`config.mk`:
```
export PLATFORM = sky130hd
export DESIGN_NAME = qspi_boot_copier
export DESIGN_NICKNAME = d
export VERILOG_FILES = /design/src/rtl/qspi_boot_pkg.sv /design/src/rtl/axil_single_master.sv /design/src/rtl/qspi_boot_copier.sv
export SDC_FILE = /design/constraint.sdc
export NUM_CORES = 1
export LEC_CHECK = 0
export BUFFER_PORTS_ARGS = -buffer_cell sky130_fd_sc_hd__buf_2
export CAP_MARGIN = 10
export CORE_MARGIN = 4
export CORE_UTILIZATION = 44
export CTS_CLUSTER_DIAMETER = 150
export DETAILED_ROUTE_END_ITERATION = 12
export PLACE_DENSITY_LB_ADDON = 0.15
export RECOVER_POWER = 100
export SLEW_MARGIN = 25
export SYNTH_ARGS = -nofsm -noshare
export SYNTH_HDL_FRONTEND = slang
export SYNTH_SLANG_ARGS = --single-unit
```
`constraint.sdc`:
```
create_clock -name aclk -period 3.05 [get_ports aclk]
set_clock_uncertainty 0.05 [all_clocks]
set_input_delay 0.305 -clock aclk [delete_from_list [all_inputs] [get_ports aclk]]
set_output_delay 0.305 -clock aclk [all_outputs]
set_load 0.01 [all_outputs]
```
`src/rtl/qspi_boot_pkg.sv`:
```
// Shared types and QSPI master register map for the boot copier.
package qspi_boot_pkg;

    localparam logic [31:0] QSPI_CTRL_OFF = 32'h0000_0000;
    localparam logic [31:0] QSPI_ADDR_OFF = 32'h0000_0004;
    localparam logic [31:0] QSPI_DATA_OFF = 32'h0000_0008;
    localparam logic [31:0] QSPI_STAT_OFF = 32'h0000_0028;
    localparam logic [31:0] QSPI_CMD_READ = 32'h0000_0003;

    localparam int unsigned HOLD_CYCLES = 4;
    localparam int unsigned POLL_LIMIT  = 1024;
    localparam int unsigned POLL_CNT_W  = 10;

    typedef enum logic [2:0] {
        ST_IDLE,
        ST_WR_ADDR,
        ST_WR_CTRL,
        ST_HOLD,
        ST_POLL,
        ST_RD_DATA,
        ST_MEM_WR,
        ST_FIN
    } boot_state_e;

    typedef enum logic [2:0] {
        AX_IDLE,
        AX_WR,
        AX_WB,
        AX_RA,
        AX_RD
    } axil_state_e;

    // One register access towards the QSPI master
    typedef struct packed {
        logic        we;
        logic [31:0] addr;
        logic [31:0] data;
    } axil_cmd_t;

endpackage

```
`src/rtl/axil_single_master.sv`:
```
// Issues a single AXI4-Lite read or write per req pulse; ack pulses with rdata valid.
module axil_single_master
    import qspi_boot_pkg::*;
(
    input  logic        aclk,
    input  logic        aresetn,
    input  logic        req,
    input  axil_cmd_t   cmd,
    output logic        ack,
    output logic [31:0] rdata,
    output logic [31:0] awaddr,
    output logic        awvalid,
    input  logic        awready,
    output logic [31:0] wdata,
    output logic        wvalid,
    input  logic        wready,
    input  logic        bvalid,
    output logic        bready,
    output logic [31:0] araddr,
    output logic        arvalid,
    input  logic        arready,
    input  logic [31:0] rdata_in,
    input  logic        rvalid,
    output logic        rready
);

    axil_state_e state;

    always_ff @(posedge aclk or negedge aresetn) begin
        if (!aresetn) begin
            state   <= AX_IDLE;
            ack     <= 1'b0;
            rdata   <= '0;
            awaddr  <= '0;
            awvalid <= 1'b0;
            wdata   <= '0;
            wvalid  <= 1'b0;
            bready  <= 1'b0;
            araddr  <= '0;
            arvalid <= 1'b0;
            rready  <= 1'b0;
        end else begin
            ack <= 1'b0;
            case (state)
                AX_IDLE: begin
                    if (req) begin
                        if (cmd.we) begin
                            awaddr  <= cmd.addr;
                            wdata   <= cmd.data;
                            awvalid <= 1'b1;
                            wvalid  <= 1'b1;
                            state   <= AX_WR;
                        end else begin
                            araddr  <= cmd.addr;
                            arvalid <= 1'b1;
                            state   <= AX_RA;
                        end
                    end
                end
                AX_WR: begin
                    // address and data channels complete independently
                    if (awready) awvalid <= 1'b0;
                    if (wready)  wvalid  <= 1'b0;
                    if ((!awvalid || awready) && (!wvalid || wready)) begin
                        bready <= 1'b1;
                        state  <= AX_WB;
                    end
                end
                AX_WB: begin
                    if (bvalid) begin
                        bready <= 1'b0;
                        ack    <= 1'b1;
                        state  <= AX_IDLE;
                    end
                end
                AX_RA: begin
                    if (arready) begin
                        arvalid <= 1'b0;
                        rready  <= 1'b1;
                        state   <= AX_RD;
                    end
                end
                AX_RD: begin
                    if (rvalid) begin
                        rready <= 1'b0;
                        rdata  <= rdata_in;
                        ack    <= 1'b1;
                        state  <= AX_IDLE;
                    end
                end
                default: state <= AX_IDLE;
            endcase
        end
    end

endmodule

```
`src/rtl/qspi_boot_copier.sv`:
```
// Copies BOOT_WORDS words from QSPI flash into memory, then releases core reset.
// Optional QSPI_BOOT_TIMEOUT_EN bounds status polling and reports failure on err.
module qspi_boot_copier
    import qspi_boot_pkg::*;
#(
    parameter int unsigned BOOT_WORDS = 1024,
    parameter logic [31:0] FLASH_BASE = 32'h0010_0000,
    parameter logic [31:0] MEM_BASE   = 32'h0000_0000
) (
    input  logic        aclk,
    input  logic        aresetn,
    output logic [31:0] m_axi_awaddr,
    output logic        m_axi_awvalid,
    input  logic        m_axi_awready,
    output logic [31:0] m_axi_wdata,
    output logic        m_axi_wvalid,
    input  logic        m_axi_wready,
    input  logic        m_axi_bvalid,
    output logic        m_axi_bready,
    output logic [31:0] m_axi_araddr,
    output logic        m_axi_arvalid,
    input  logic        m_axi_arready,
    input  logic [31:0] m_axi_rdata,
    input  logic        m_axi_rvalid,
    output logic        m_axi_rready,
    output logic        mem_req,
    output logic [31:0] mem_addr,
    output logic [31:0] mem_wdata,
    input  logic        mem_gnt,
    input  logic        start,
    output logic        busy,
    output logic        done,
    output logic        err,
    output logic        core_rst_n
);

    boot_state_e state;
    logic [31:0] idx;
    logic        pend;
    logic [1:0]  hold_cnt;
    logic        ax_req;
    axil_cmd_t   ax_cmd;
    logic        ax_ack;
    logic [31:0] ax_rdata;
    logic [31:0] flash_addr_c;
    logic [31:0] mem_addr_c;

    assign flash_addr_c = FLASH_BASE + {idx[29:0], 2'b00};
    assign mem_addr_c   = MEM_BASE   + {idx[29:0], 2'b00};

`ifdef QSPI_BOOT_TIMEOUT_EN
    logic [POLL_CNT_W-1:0] poll_cnt;
`else
    assign err = 1'b0;
`endif

    always_ff @(posedge aclk or negedge aresetn) begin
        if (!aresetn) begin
            state      <= ST_IDLE;
            idx        <= '0;
            pend       <= 1'b0;
            hold_cnt   <= '0;
            ax_req     <= 1'b0;
            ax_cmd     <= '0;
            mem_req    <= 1'b0;
            mem_addr   <= '0;
            mem_wdata  <= '0;
            busy       <= 1'b0;
            done       <= 1'b0;
            core_rst_n <= 1'b0;
`ifdef QSPI_BOOT_TIMEOUT_EN
            poll_cnt   <= '0;
            err        <= 1'b0;
`endif
        end else begin
            ax_req <= 1'b0;
            done   <= 1'b0;
            case (state)
                ST_IDLE: begin
                    if (start) begin
                        busy  <= 1'b1;
                        idx   <= '0;
                        state <= (BOOT_WORDS == 0) ? ST_FIN : ST_WR_ADDR;
                    end
                end
                ST_WR_ADDR: begin
                    if (!pend) begin
                        ax_req <= 1'b1;
                        pend   <= 1'b1;
                        ax_cmd <= '{we: 1'b1, addr: QSPI_ADDR_OFF, data: flash_addr_c};
                    end else if (ax_ack) begin
                        pend  <= 1'b0;
                        state <= ST_WR_CTRL;
                    end
                end
                ST_WR_CTRL: begin
                    if (!pend) begin
                        ax_req <= 1'b1;
                        pend   <= 1'b1;
                        ax_cmd <= '{we: 1'b1, addr: QSPI_CTRL_OFF, data: QSPI_CMD_READ};
                    end else if (ax_ack) begin
                        pend     <= 1'b0;
                        hold_cnt <= '0;
                        state    <= ST_HOLD;
                    end
                end
                ST_HOLD: begin
                    // give the QSPI master time to raise its busy flag
                    if (hold_cnt == 2'(HOLD_CYCLES - 1)) begin
                        state <= ST_POLL;
`ifdef QSPI_BOOT_TIMEOUT_EN
                        poll_cnt <= '0;
`endif
                    end else begin
                        hold_cnt <= hold_cnt + 2'd1;
                    end
                end
                ST_POLL: begin
                    if (!pend) begin
                        ax_req <= 1'b1;
                        pend   <= 1'b1;
                        ax_cmd <= '{we: 1'b0, addr: QSPI_STAT_OFF, data: 32'h0};
                    end else if (ax_ack) begin
                        pend <= 1'b0;
                        if (!ax_rdata[0]) begin
                            state <= ST_RD_DATA;
                        end
`ifdef QSPI_BOOT_TIMEOUT_EN
                        else if (poll_cnt == POLL_CNT_W'(POLL_LIMIT - 1)) begin
                            err   <= 1'b1;
                            busy  <= 1'b0;
                            state <= ST_IDLE;
                        end else begin
                            poll_cnt <= poll_cnt + POLL_CNT_W'(1);
                        end
`endif
                    end
                end
                ST_RD_DATA: begin
                    if (!pend) begin
                        ax_req <= 1'b1;
                        pend   <= 1'b1;
                        ax_cmd <= '{we: 1'b0, addr: QSPI_DATA_OFF, data: 32'h0};
                    end else if (ax_ack) begin
                        pend      <= 1'b0;
                        mem_req   <= 1'b1;
                        mem_addr  <= mem_addr_c;
                        mem_wdata <= ax_rdata;
                        state     <= ST_MEM_WR;
                    end
                end
                ST_MEM_WR: begin
                    if (mem_gnt) begin
                        mem_req <= 1'b0;
                        idx     <= idx + 32'd1;
                        state   <= (idx + 32'd1 == 32'(BOOT_WORDS)) ? ST_FIN : ST_WR_ADDR;
                    end
                end
                ST_FIN: begin
                    done       <= 1'b1;
                    core_rst_n <= 1'b1;
                    busy       <= 1'b0;
                    state      <= ST_IDLE;
                end
                default: state <= ST_IDLE;
            endcase
        end
    end

    axil_single_master u_axil (
        .aclk     (aclk),
        .aresetn  (aresetn),
        .req      (ax_req),
        .cmd      (ax_cmd),
        .ack      (ax_ack),
        .rdata    (ax_rdata),
        .awaddr   (m_axi_awaddr),
        .awvalid  (m_axi_awvalid),
        .awready  (m_axi_awready),
        .wdata    (m_axi_wdata),
        .wvalid   (m_axi_wvalid),
        .wready   (m_axi_wready),
        .bvalid   (m_axi_bvalid),
        .bready   (m_axi_bready),
        .araddr   (m_axi_araddr),
        .arvalid  (m_axi_arvalid),
        .arready  (m_axi_arready),
        .rdata_in (m_axi_rdata),
        .rvalid   (m_axi_rvalid),
        .rready   (m_axi_rready)
    );

endmodule

```
==> out/qor.yml <==
job:
  cap_violations: 1
floorplanning:
  start_util_pct: 45.2
  die_h_um: 159
  rows: 54
  fp.dieW_um: 159
  design.die.area_sq_um: 25100
  ios: 211
  coreArea_sq_um: 22100
setup_path:
  path_class: "reg2reg"
  crit_required_ns: 3.42
  cp_cell_sequence: "ha_4 -> nand3_1 -> or4_1 -> o311a_1 -> a2111o_1 -> or4_1 -> or4_4 -> a21oi_1"
  cp_max_fo: 5
  worstSetupEndpointType: "register"
  cpLargestDelayFamily: "simple AND/OR/NAND/NOR gates"
  crit_arrival_ns: 3.34
  cpMaxStageDelayCell: "or4_4"
  cp_common_cell: "or4_1"
  slowest_delay_ns: 0.54
  start_kind: "register"
  crit_buf_inv: 0
place:
  place_ws_ns: 0.0549
  numPortBuffers: 149
  gp_congestion: 0.911
  dpl.hpwl_um: 16400
cells_and_area:
  num_antenna_cells: 0
  fin_util_pct: 54.7
  num-nets-final: 1122
  area_growth_pct: 21.1
  drive_above_1_share_pct: 25.7
logic_synthesis:
  synth_largest_area_cell: "dfrtp_1"
  synth_area_leaders: "dfrtp_1 55%, mux2_2 15%, buf_4 4.7%"
  synth.top_cell.area_share_pct: 54.7
  synth-edff-count: 0
  ys_warn_count: 0
  synth_flop_cell: "dfrtp_1"
  async_flop_share_pct: 100
  synth_area_sq_um: 9980
  syn_avg_cell_area_sq_um: 11.4
  synthCells: 873
  seq_area_frac_synth_pct: 54.7
  synth-seq-cells: 218
  ys_types: 57
timing:
  rsz0062_at_grt: "no"
  timing.fmax_ghz: 0.337
  worst_slew_pin_slew_ns: 1.90
  whs_ns: 0.0598
  slew_viol_final: 73
  maxSlewHeadroom_pct: -26.6
  period_needed_ns: 2.96
  setup_slack_ns: 0.0865
  finalSetupViolations: 0
  period_share_pct: 97.2
  hold_viol_final: 0
  tns_ns: 0
grt:
  grt_pass1_vias: 6944
  grt_usage_pct: 19.1
  antenna_found_initial: 0
  grt_pass1_wl_um: 38700
  overflow: 0
  grt_max_degree: 75
run_status:
  violations: "max-capacitance violations, max-slew violations"
  outcome: "finished, violations left"
route:
  post-route-drc-count: 0
  drt-total-wl_um: 23900
  drt_pre_antenna_iters: 4
  final_antenna_net_count: 0
  wire_per_inst_um: 17.4
  drtIter0Drc: 432
  vias: 7148
  vias_per_cell: 5.20
power_and_ir_drop:
  power_density_nw_per_um2: 718
  p_leak_nw: 5.68
  peakVddDrop_v: 0.000527
clock_tree:
  path_clk_slew_ns: 0.06
  insertion_delay_ns: 0.51
  cts_buffers: 23
  cts_sinks: 218
  cts_max_path_buffers: 3
  h-tree-depth: 1
  root_buffer: "clkbuf_16"
  cts_tree: "built"
min_path:
  min_path_type: "in2reg"
## cell families (layout without fill, tap and decap cells)
group,count (synthesis),after routing,synth area share (%)
DFF,218,218,54.7
adders and majority gates,3,3,0.376
AOI/OAI and AO/OA,160,160,10.2
buffers and inverters,137,299,7.65
and+or+nand+nor,200,200,10.3
xor gates and xnor gates,24,24,2.11
other,1,61,0.0376
muxes,130,130,14.7
## flip-flops by register name (all words and copies together), names as in the netlist, 3 cells and up
register,count
u_axil.rdata,32
idx,32
u_axil.state,3
u_axil.wdata,31
u_axil.awaddr,3
mem_wdata,32
u_axil.araddr,3
mem_addr,30
ax_cmd,35
state,3
## tightest hold or removal path, cell delays in order
cell and delay (ns):
buf_2 0.12, nand3b_1 0.08, a21oi_1 0.07
## metal layers
metal | part of all wire, % | GRT usage [%] | vias to the layer above
met5 | 0 | 0 | -
met4 | 1.7 | 4.14 | 0
met3 | 6.2 | 3.86 | 35
met2 | 46 | 29.0 | 195
met1 | 46 | 28.6 | 3510
li1 | - | - | 3408
## final timing paths
path / startpoint / endpoint / cells past startpoint / slack, ns
max: idx[0]$_DFFE_PN0P_ / state[1]$_DFFE_PN0P_ / 8 / 0.09
min: m_axi_rvalid / u_axil.ack$_DFF_PN0_ / 3 / 0.06
max reg2reg: idx[0]$_DFFE_PN0P_ / state[1]$_DFFE_PN0P_ / 8 / 0.09
min reg2reg: core_rst_n$_DFFE_PN0P_ / core_rst_n$_DFFE_PN0P_ / 1 / 0.43
max in group asynchronous: aresetn / mem_wdata[30]$_DFFE_PN0P_ / 3 / 0.86
min in group asynchronous: aresetn / u_axil.rdata[22]$_DFFE_PN0P_ / 2 / 0.81
## synthesized netlist by cell type (2+ instances only)
| cell type | number |
|---|---|
| dfrtp_1 | 218 |
| mux2_2 | 129 |
| o21ai_0 | 70 |
| buf_4 | 63 |
| nand2_1 | 53 |
| clkbuf_1 | 46 |
| nor2_1 | 40 |
| a21oi_1 | 21 |
| nand3_1 | 21 |
| a22o_1 | 19 |
| xnor2_1 | 19 |
| nand4_1 | 14 |
| inv_1 | 11 |
| a31oi_1 | 10 |
| and3_1 | 10 |
| buf_2 | 10 |
| nor3_1 | 10 |
| o31ai_1 | 10 |
| nor4_1 | 8 |
| buf_1 | 7 |
| nand2b_1 | 7 |
| o41ai_1 | 7 |
| or3_1 | 7 |
| and2_1 | 6 |
| a311oi_1 | 5 |
| xor2_1 | 5 |
| nor2b_1 | 4 |
| nor3b_1 | 4 |
| or4_1 | 4 |
| ha_1 | 3 |
| nand3b_1 | 3 |
| a211oi_1 | 2 |
| a22oi_1 | 2 |
| or2_2 | 2 |
## timing repair
action / CTS / global route
hold buffers: 35 / 0
gates resized for setup: 0 / 7
setup buffers: 0 / 1
endpoints found under the setup margin: 0 / 2
endpoints found under the hold margin: 105 / 0
## stage by stage
stage | instance area (sq um) | power [W] | instances
5_1_grt | 12100 | 0.00921 | 1375
2_1_floorplan | 10200 | 0.00516 | 933
3_5_place_dp | 11100 | 0.00587 | 1297
3_3_place_gp | 11100 | 0.00581 | 1297
4_1_cts | 12200 | 0.00888 | 1374
6_report | 12100 | 0.00868 | 1375
## final cells by class
cell class	count	area [sq um]
inverter	11	41.3
clock buffer	31	666
fill	1965	10000
multi-input combinational	578	4010
sequential	218	5460
clock inverter	11	141
tap	280	350
timing repair buffer	246	1420
## report_power, final
group / internal, W / total (W) / switching, W / leakage, nW
clock: 0.00179 / 0.00292 / 0.00114 / 0.404
combinational: 0.000838 / 0.00187 / 0.00103 / 2.34
sequential: 0.00351 / 0.00389 / 0.000377 / 2.93
## layout by cell type, fill, tap and decap left out, types with 3 or more instances in the layout
master	n
nor4_1	7
o21ai_0	69
nand3_1	21
inv_1	11
a31oi_1	10
clkbuf_16	23
xnor2_1	19
or3_1	6
nand2b_1	7
bufinv_16	3
and2_1	6
clkbuf_2	7
nor2_1	40
nor3_1	10
nor2b_1	4
dlygate4sd3_1	35
clkbuf_8	6
mux2_2	129
and3_1	10
o41ai_1	7
nor3b_1	4
buf_4	49
nand4_1	14
a311oi_1	5
clkinv_2	5
conb_1	61
a22o_1	19
or4_1	3
xor2_1	5
clkbuf_1	116
nand2_1	53
o31ai_1	10
a21oi_1	21
nand3b_1	3
dfrtp_1	217
buf_2	39
Power figures use the tool's default switching activity.
